$ cat config.mk
export PLATFORM = sky130hd
export DESIGN_NAME = score_bcd_counter
export DESIGN_NICKNAME = d
export VERILOG_FILES = /design/src/rtl/score_bcd_counter.sv
export SDC_FILE = /design/constraint.sdc
export NUM_CORES = 1
export LEC_CHECK = 0
export ABC_AREA = 1
export ABC_CLOCK_PERIOD_IN_PS = 2690
export BUFFER_PORTS_ARGS = -buffer_cell sky130_fd_sc_hd__buf_2
export CORE_ASPECT_RATIO = 0.5
export CORE_MARGIN = 3
export CORE_UTILIZATION = 30
export DETAILED_ROUTE_END_ITERATION = 8
export SYNTH_ARGS = -nofsm -noshare
export SYNTH_HDL_FRONTEND = slang
export SYNTH_SLANG_ARGS = --single-unit
$ cat constraint.sdc
create_clock -name clock -period 2.69 [get_ports clock]
set_input_delay 0 -clock clock [delete_from_list [all_inputs] [get_ports clock]]
set_output_delay 0 -clock clock [all_outputs]
set_load 0.01 [all_outputs]
$ cat src/rtl/score_bcd_counter.sv
`default_nettype none
// ============================================================================
// score_bcd_counter : packed-BCD score accumulator, ripple add one digit/cycle
// Rev 1.0 : initial release
// ============================================================================
module score_bcd_counter #(
  parameter int DIGITS = 4
) (
  input  logic                  clock,
  input  logic                  reset,
  input  logic                  clear,
  input  logic                  add_valid,
  input  logic [3:0]            add_value,
  output logic                  add_ready,
  output logic [4*DIGITS-1:0]   score_digits,
  output logic [4*DIGITS-1:0]   hi_digits,
  output logic                  new_high,
  output logic                  saturated
);

  localparam int                W         = 4 * DIGITS;
  localparam int                IDX_W     = (DIGITS > 1) ? $clog2(DIGITS) : 1;
  localparam logic [IDX_W-1:0]  LAST_IDX  = IDX_W'(DIGITS - 1);
  localparam logic [W-1:0]      ALL_NINES = {DIGITS{4'h9}};

  localparam logic [1:0] S_IDLE   = 2'd0;
  localparam logic [1:0] S_ADD    = 2'd1;
  localparam logic [1:0] S_UPDATE = 2'd2;

  logic [1:0]       state_q, state_d;
  logic [W-1:0]     work_q, work_d;
  logic [3:0]       carry_q, carry_d;
  logic [IDX_W-1:0] idx_q, idx_d;
  logic [W-1:0]     score_q, score_d;
  logic [W-1:0]     hi_q, hi_d;
  logic             new_high_q, new_high_d;
  logic             sat_q, sat_d;

  logic             accept;
  logic             last_digit;
  logic [3:0]       cur_digit;
  logic [4:0]       digit_sum;
  logic [4:0]       sum_adj;
  logic             digit_carry;

  always_ff @(posedge clock) begin
    if (reset) begin
      state_q    <= S_IDLE;
      work_q     <= '0;
      carry_q    <= '0;
      idx_q      <= '0;
      score_q    <= '0;
      hi_q       <= '0;
      new_high_q <= 1'b0;
      sat_q      <= 1'b0;
    end else begin
      state_q    <= state_d;
      work_q     <= work_d;
      carry_q    <= carry_d;
      idx_q      <= idx_d;
      score_q    <= score_d;
      hi_q       <= hi_d;
      new_high_q <= new_high_d;
      sat_q      <= sat_d;
    end
  end

  always_comb begin
    state_d = state_q;
    if (clear) begin
      state_d = S_IDLE;
    end else begin
      case (state_q)
        S_IDLE:   if (accept) state_d = S_ADD;
        S_ADD:    if (last_digit) state_d = S_UPDATE;
        S_UPDATE: state_d = S_IDLE;
        default:  state_d = S_IDLE;
      endcase
    end
  end

  always_comb begin
    add_ready    = (state_q == S_IDLE) && !clear;
    accept       = add_valid && add_ready;
    score_digits = score_q;
    hi_digits    = hi_q;
    new_high     = new_high_q;
    saturated    = sat_q;
  end

  // Select the digit currently being rippled.
  always_comb begin
    cur_digit = '0;
    for (int i = 0; i < DIGITS; i++) begin
      if (idx_q == IDX_W'(i)) cur_digit = work_q[4*i +: 4];
    end
    last_digit  = (idx_q == LAST_IDX);
    digit_sum   = {1'b0, cur_digit} + {1'b0, carry_q};
    sum_adj     = digit_sum - 5'd10;
    digit_carry = (digit_sum > 5'd9);
  end

  always_comb begin
    work_d     = work_q;
    carry_d    = carry_q;
    idx_d      = idx_q;
    score_d    = score_q;
    hi_d       = hi_q;
    new_high_d = 1'b0;
    sat_d      = sat_q;

    case (state_q)
      S_IDLE: begin
        if (accept) begin
          work_d  = score_q;
          carry_d = (add_value > 4'd9) ? 4'd9 : add_value;
          idx_d   = '0;
        end
      end
      S_ADD: begin
        for (int i = 0; i < DIGITS; i++) begin
          if (idx_q == IDX_W'(i)) work_d[4*i +: 4] = digit_carry ? sum_adj[3:0] : digit_sum[3:0];
        end
        carry_d = {3'b000, digit_carry};
        idx_d   = idx_q + IDX_W'(1);
        // Carry out of the most significant digit pins the score at all nines.
        if (last_digit && digit_carry) work_d = ALL_NINES;
      end
      S_UPDATE: begin
        score_d = work_q;
        sat_d   = sat_q | (work_q == ALL_NINES);
        if (work_q > hi_q) begin
          hi_d       = work_q;
          new_high_d = 1'b1;
        end
      end
      default: ;
    endcase

    if (clear) begin
      score_d    = '0;
      sat_d      = 1'b0;
      new_high_d = 1'b0;
    end
  end

endmodule
`default_nettype wire
==> results of run 1 <==
==> placed cells by master (no fill, tap or decap), types with 9 or more instances in the layout <==
cell / instances
ha_1: 19
buf_2: 42
o21ai_0: 23
nor2_1: 55
dfxtp_1: 56
nand2_4: 9
a21oi_1: 49
o21ai_1: 9
inv_1: 45
buf_4: 41
nand2_1: 83
nand3_1: 32
nand2_2: 19
clkbuf_16: 9
==> critical path: cells and delay by family, from the launching register on <==
kind	cells	cell delay, ps
adder cells (fa/ha/maj)	4	1040
AO/OA/AOI/OAI	4	380
buffers and inverters	4	230
flip-flops	1	360
AND/OR/NAND/NOR	10	760
==> routing by layer <==
metal	global-route usage	wire length (um)	vias to the layer above
li1	-	-	1742
met1	0.236	5160	1517
met2	0.241	4060	65
met3	0.0527	565	11
met4	0.0485	126	0
met5	0	0	-
==> layout make-up <==
type,instances,area (um^2),share of cell area
clock buffers,10,239,0.0518
inverters,56,223,0.0483
well taps,140,175,0.0380
multi-input cells,347,2120,0.460
flip-flops and latches,58,1170,0.253
repair buffers,93,622,0.135
clock inverters,6,65.1,0.0141
==> cells by family (layout without fill, tap and decap cells) <==
kind of cell / Yosys count / in the layout / share of synthesized area
and+or+nand+nor: 222 / 222 / 0.304
AOI/OAI and AO/OA: 99 / 99 / 0.164
buffers and inverters: 73 / 165 / 0.0874
DFF: 58 / 58 / 0.345
adders and majority gates: 26 / 26 / 0.0989
==> registers in the layout (all words and copies together) (netlist names) <==
name / flops
saturated: 1
score_digits: 16
work_q: 16
new_high: 1
state_q: 2
carry_q: 4
hi_digits: 16
idx_q: 2
==> path summary, 6_finish.rpt <==
path / startpoint / to / slack, ps / depth (start not counted)
min: add_value[0] / carry_q[0] / 70 / 3
min reg2reg: saturated / saturated / 450 / 2
max reg2reg: idx_q[1] / work_q[10] / -130 / 22
max: idx_q[1] / work_q[10] / -130 / 22
==> power by group through the flow <==
stage | Combinational, mW | Sequential (mW) | Clock, mW
2_1_floorplan | 0.337 | 0.914 | 0
3_3_place_gp | 0.476 | 0.921 | 0
3_5_place_dp | 0.480 | 0.921 | 0
4_1_cts | 0.522 | 0.903 | 1.19
5_1_grt | 0.609 | 0.907 | 1.23
6_report | 0.551 | 0.905 | 1.16
==> repair_timing <==
action                     CTS  global route
pin swaps                   22             9
hold buffers                 7             0
resized for setup           19            30
setup endpoints to repair   17            17
hold endpoints to repair     5             0
buffers inserted             6             4
==> results.sh, run 1 <==
export IMPL_netlist_top_cells_count="nand2_1, nor2_1, dfxtp_1, a21oi_1, inv_1"
export IMPL_rsz0062_at_grt="yes"
export IMPL_seqPwrFrac=0.345
export IMPL_fin_crit_sh=1.05
export IMPL_drc=0
export IMPL_clk_pin_slew_ps=60
export IMPL_synth_edf_count=0
export IMPL_ys_seq_area_frac=0.345
export IMPL_area_growth_pct=37.1
export IMPL_dpl_worst_slack_ps=-293
export IMPL_rows=26
export IMPL_crit_slowest_cell="fa_2"
export IMPL_drive_above_1_share=0.314
export IMPL_arrival_ps=3090
export IMPL_post_dp_cell_area_mm2=0.00402
export IMPL_core_area_mm2=0.0106
export IMPL_synth_cells=478
export IMPL_hold_viol=0
export IMPL_finalSetupTns_ps=-1610
export IMPL_die_area_mm2=0.0126
export IMPL_p_per_area_mw_per_mm2=568
export IMPL_gp_congestion=0.848
export IMPL_cp_data_required_time_ps=2960
export IMPL_cts_made_buffers=9
export IMPL_worstSetupEndpointType="register"
export IMPL_netSwitchingPower_uw=780
export IMPL_syn_area_mm2=0.00337
export IMPL_hold_path_class="primary input to register"
export IMPL_dr_pass1_iters=5
export IMPL_slew_headroom=0.628
export IMPL_max_stage_delay_ps=540
export IMPL_cts_tree="yes"
export IMPL_p_total_mw=2.62
export IMPL_design_area_mm2=0.00461
export IMPL_path_class="register to register"
export IMPL_clock_sinks=58
export IMPL_layout_cells_non_filler=710
export IMPL_hold_slack_ps=66.4
export IMPL_grt_max_degree=34
export IMPL_synth_top_area_share=0.345
export IMPL_worst_slew_pin_transition_ps=557
export IMPL_yosysTopAreaCell="dfxtp_1"
export IMPL_yosysWarnings=0
export IMPL_htreeDepth=3
export IMPL_antennaDiodeCount=0
export IMPL_antenna_found_initial=0
export IMPL_synth_distinct_cells=32
export IMPL_worst_slack_ps=-130
export IMPL_skew_ps=6.97
export IMPL_grtUsageTotal=0.166
export IMPL_grt_pass1_vias=3169
export IMPL_combPwrFrac=0.210
export IMPL_place_hpwl_um=7310
export IMPL_gr_total_overflow=0
export IMPL_viasPerCell=4.70
export IMPL_ant_nets=0
export IMPL_portBuffers=42
export IMPL_p_leak_nw=2.13
export IMPL_vias=3335
export IMPL_synthArstFlopShare=0
export IMPL_start_util=0.318
export IMPL_start_kind="register"
export IMPL_wirelength_um=9910
export IMPL_ys_flop_type="dfxtp_1"
export IMPL_cts_buffer_depth=2
export IMPL_final_util=0.436
export IMPL_cap_violations=0
export IMPL_setup_viol=16
export IMPL_layout_min_cycle_time_ps=2820
export IMPL_drv_slew=0
export IMPL_violations="setup timing"
export IMPL_p_clk_frac=0.444
export IMPL_syn_area_per_cell_um2=7.04
export IMPL_wire_per_inst_um=14.0
export IMPL_io_pins=43
export IMPL_internal_power_mw=1.84
export IMPL_synth_most_common_cell="nand2_1"
export IMPL_placedCellCount=678
export IMPL_clk_latency_ps=340
export IMPL_ys_ff_latch=58
export IMPL_status="finished, violations left"
export IMPL_die_y_um=80.9
export IMPL_dieWidth_um=156
export IMPL_swShare=0.298
export IMPL_nNetsFinal=599
export IMPL_root_buffer="clkbuf_16"
export IMPL_max_freq_ghz=0.355
export IMPL_synthesis_nets=512
export IMPL_grt_pass1_wl_um=16300
export IMPL_vdd_drop_max_mv=0.314
export IMPL_n_fill_cell=1062
export IMPL_path_cells="inv_4, ha_4, inv_6, nand3_2, o21ai_1, o21ai_1, o21ai_1, ha_2, fa_2, inv_2, ha_4, inv_4, nor2_4, a21oi_4, nand2_4, nand2_8, nand2_8, nand2_4, nand2_4, nand2_1, nand2_1, nor2_1"
export IMPL_post_synth_main_area_contributors="dfxtp_1, nand2_1, ha_1"
export IMPL_drt_first_iter_violations=185
export IMPL_crit_fanout=8
Note: power is estimated with default switching activity, not from simulation.
==> inputs of run 2 (changes only) <==
--- a/config.mk
+++ b/config.mk
@@ -12,6 +12,7 @@
 export CORE_MARGIN = 3
 export CORE_UTILIZATION = 30
 export DETAILED_ROUTE_END_ITERATION = 8
+export HOLD_SLACK_MARGIN = 0.1
 export SYNTH_ARGS = -nofsm -noshare
 export SYNTH_HDL_FRONTEND = slang
 export SYNTH_SLANG_ARGS = --single-unit
==> constraint.sdc (replaced) <==
create_clock -name clock -period 2.69 [get_ports clock]
set_input_delay 0.1345 -clock clock [delete_from_list [all_inputs] [get_ports clock]]
set_output_delay 0.1345 -clock clock [all_outputs]
set_load 0.01 [all_outputs]
==> run 2 against run 1 <==
Compared with the run above:
- the flow still finishes with violations (setup timing)
- critical path depth unchanged
- critical path type unchanged
- combinational power shrank 3%
- clock skew up 2.0 ps
- final cell count down 0.70%
- maximum frequency is 0.30% higher
- critical endpoint is now work_q[2]
- die area did not move
- via count fell by 1.4%
- register-to-register slack hardly changed
- sequential cell count unchanged
- worst hold slack better by 45 ps
- power up 1.8%
==> results.sh, run 2 (synthesized netlist as in run 1, its figures left out) <==
export IMPL_cap_violations=0
export IMPL_area_growth_pct=34.5
export IMPL_hold_path_startpoint="reset"
export IMPL_start_kind="register"
export IMPL_viasPerCell=4.66
export IMPL_start_util=0.318
export IMPL_layout_commonest_cell="nand2_1"
export IMPL_path_delay_family="adder cells"
export IMPL_ant_nets=0
export IMPL_reg2reg_to="work_q[2]"
export IMPL_whs_endpoint="carry_q[3]"
export IMPL_rsz0062_at_grt="yes"
export IMPL_internal_power_mw=1.91
export IMPL_root_buffer="clkbuf_16"
export IMPL_netSwitchingPower_uw=754
export IMPL_drt_first_iter_violations=159
export IMPL_crit_fanout=7
export IMPL_p_clk_frac=0.461
export IMPL_design_area_mm2=0.00453
export IMPL_status="finished, violations left"
export IMPL_io_pins=43
export IMPL_worst_slew_pin_transition_ps=766
export IMPL_wirelength_um=9610
export IMPL_grtUsageTotal=0.158
export IMPL_p_total_mw=2.67
export IMPL_clock_sinks=58
export IMPL_violations="setup timing"
export IMPL_layout_cells_non_filler=705
export IMPL_max_stage_delay_ps=540
export IMPL_antennaDiodeCount=0
export IMPL_path_class="register to register"
export IMPL_slew_headroom=0.489
export IMPL_cts_made_buffers=9
export IMPL_core_area_mm2=0.0106
export IMPL_hold_path_depth=2
export IMPL_crit_slowest_cell="fa_2"
export IMPL_htreeDepth=3
export IMPL_cts_buffer_depth=2
export IMPL_final_util=0.428
export IMPL_rr_worst_depth=22
export IMPL_layout_common_cells="nand2_1, nor2_1, dfxtp_1"
export IMPL_die_y_um=80.9
export IMPL_hold_viol=0
export IMPL_reg2reg_slack_ps=-120
export IMPL_grt_pass1_wl_um=15600
export IMPL_grt_pass1_vias=3025
export IMPL_dieWidth_um=156
export IMPL_gp_congestion=0.848
export IMPL_fin_crit_sh=1.05
export IMPL_cp_data_required_time_ps=2950
export IMPL_post_dp_cell_area_mm2=0.00402
export IMPL_arrival_ps=3070
export IMPL_layout_min_cycle_time_ps=2810
export IMPL_clk_pin_slew_ps=50
export IMPL_placedCellCount=678
export IMPL_die_area_mm2=0.0126
export IMPL_path_cells="inv_4, ha_4, inv_4, nand3_2, o21ai_2, o21ai_1, o21ai_1, ha_2, fa_2, inv_2, ha_4, inv_4, nor2_4, a21oi_4, nand2_4, nand2_8, nand2_8, nand2_4, nand2_4, nand2_2, nand2_1, nor2_1"
export IMPL_vias=3288
export IMPL_vdd_drop_max_mv=0.292
export IMPL_seqPwrFrac=0.340
export IMPL_drc=0
export IMPL_hold_path_class="primary input to register"
export IMPL_gr_total_overflow=0
export IMPL_n_fill_cell=1103
export IMPL_clk_latency_ps=330
export IMPL_combPwrFrac=0.199
export IMPL_drv_slew=0
export IMPL_rr_startpoint="idx_q[1]"
export IMPL_p_per_area_mw_per_mm2=589
export IMPL_worstSetupEndpointType="register"
export IMPL_finalSetupTns_ps=-1450
export IMPL_max_freq_ghz=0.356
export IMPL_place_hpwl_um=7250
export IMPL_grt_max_degree=34
export IMPL_antenna_found_initial=0
export IMPL_setup_viol=15
export IMPL_rows=26
export IMPL_dr_pass1_iters=4
export IMPL_worst_path_buf_inv=4
export IMPL_wire_per_inst_um=13.6
export IMPL_p_leak_nw=2.10
export IMPL_worst_slack_ps=-122
export IMPL_portBuffers=42
export IMPL_swShare=0.283
export IMPL_skew_ps=9.02
export IMPL_crit_start="idx_q[1]"
export IMPL_cts_tree="yes"
export IMPL_drive_above_1_share=0.290
export IMPL_nNetsFinal=594
-- run 2: cell count changes in the layout (fill, tap and decap cells not counted), moves of 2 or more --
| cell | before | now |
|---|---|---|
| clkinvlp_4 | 2 | 0 |
| nand2_1 | 83 | 91 |
| nand2_2 | 19 | 11 |
| nand2_8 | 4 | 2 |
| a21oi_1 | 49 | 52 |
| nor2_2 | 5 | 3 |
| nor2_1 | 55 | 57 |
| dlygate4sd3_1 | 7 | 3 |
| buf_6 | 3 | 1 |
| a21oi_2 | 7 | 4 |
| nand2_4 | 9 | 11 |
-- run 2: how the worst max path moves through the flow --
stage	endpoint	slack, ps	cells past startpoint
after global routing	work_q[2]	-280	22
after floorplan	work_q[10]	-20	21
after CTS	work_q[2]	-110	22
after global placement	work_q[5]	-240	20
final	work_q[2]	-120	22
after detailed placement	work_q[5]	-280	20
-- run 2: worst register-to-register path: stages, from the launching register on --
cell and delay, ps:
dfxtp_4 350, inv_4 70, ha_4 140, inv_4 50, nand3_2 60, o21ai_2 50, o21ai_1 110, o21ai_1 80
ha_2 200, fa_2 540, inv_2 50, ha_4 160, inv_4 60, nor2_4 30, a21oi_4 120, nand2_4 90
nand2_8 100, nand2_8 90, nand2_4 80, nand2_4 80, nand2_2 60, nand2_1 40, nor2_1 120
-- run 2: metal layers --
layer / vias to the layer above / wire (um) / global-route usage
li1: 1718 / - / -
met1: 1489 / 5040 / 0.229
met2: 79 / 4020 / 0.232
met3: 2 / 505 / 0.0404
met4: 0 / 40 / 0.0432
met5: - / 0 / 0
-- run 2: repair_timing --
action | 4_1_cts | 5_1_grt
gates resized for setup | 19 | 12
endpoints found under the setup margin | 17 | 17
pin swaps | 25 | 14
hold buffers | 3 | 0
endpoints found under the hold margin | 3 | 0
buffers inserted | 6 | 2
-- run 2: power by group through the flow --
stage	Sequential [mW]	Combinational, mW	Clock, mW
CTS	0.903	0.511	1.25
detailed placement	0.921	0.479	0
floorplan	0.914	0.337	0
global route	0.906	0.586	1.28
global placement	0.921	0.476	0
finish	0.905	0.532	1.23
-- run 2: final cells by class --
| class | instances | area [um^2] | area share |
|---|---|---|---|
| Sequential cell | 58 | 1170 | 0.258 |
| Inverter | 56 | 220 | 0.0486 |
| Multi-Input combinational cell | 347 | 2070 | 0.457 |
| Tap cell | 140 | 175 | 0.0387 |
| Clock inverter | 3 | 43.8 | 0.00967 |
| Clock buffer | 13 | 282 | 0.0622 |
| Timing Repair Buffer | 88 | 567 | 0.125 |
-- run 2: per-stage QoR --
| step | worst slack (ps) | hold slack, ps |
|---|---|---|
| floorplan | -22.5 | 282 |
| global placement | -242 | 414 |
| detailed placement | -281 | 410 |
| CTS | -109 | 101 |
| global route | -278 | 122 |
| finish | -122 | 111 |
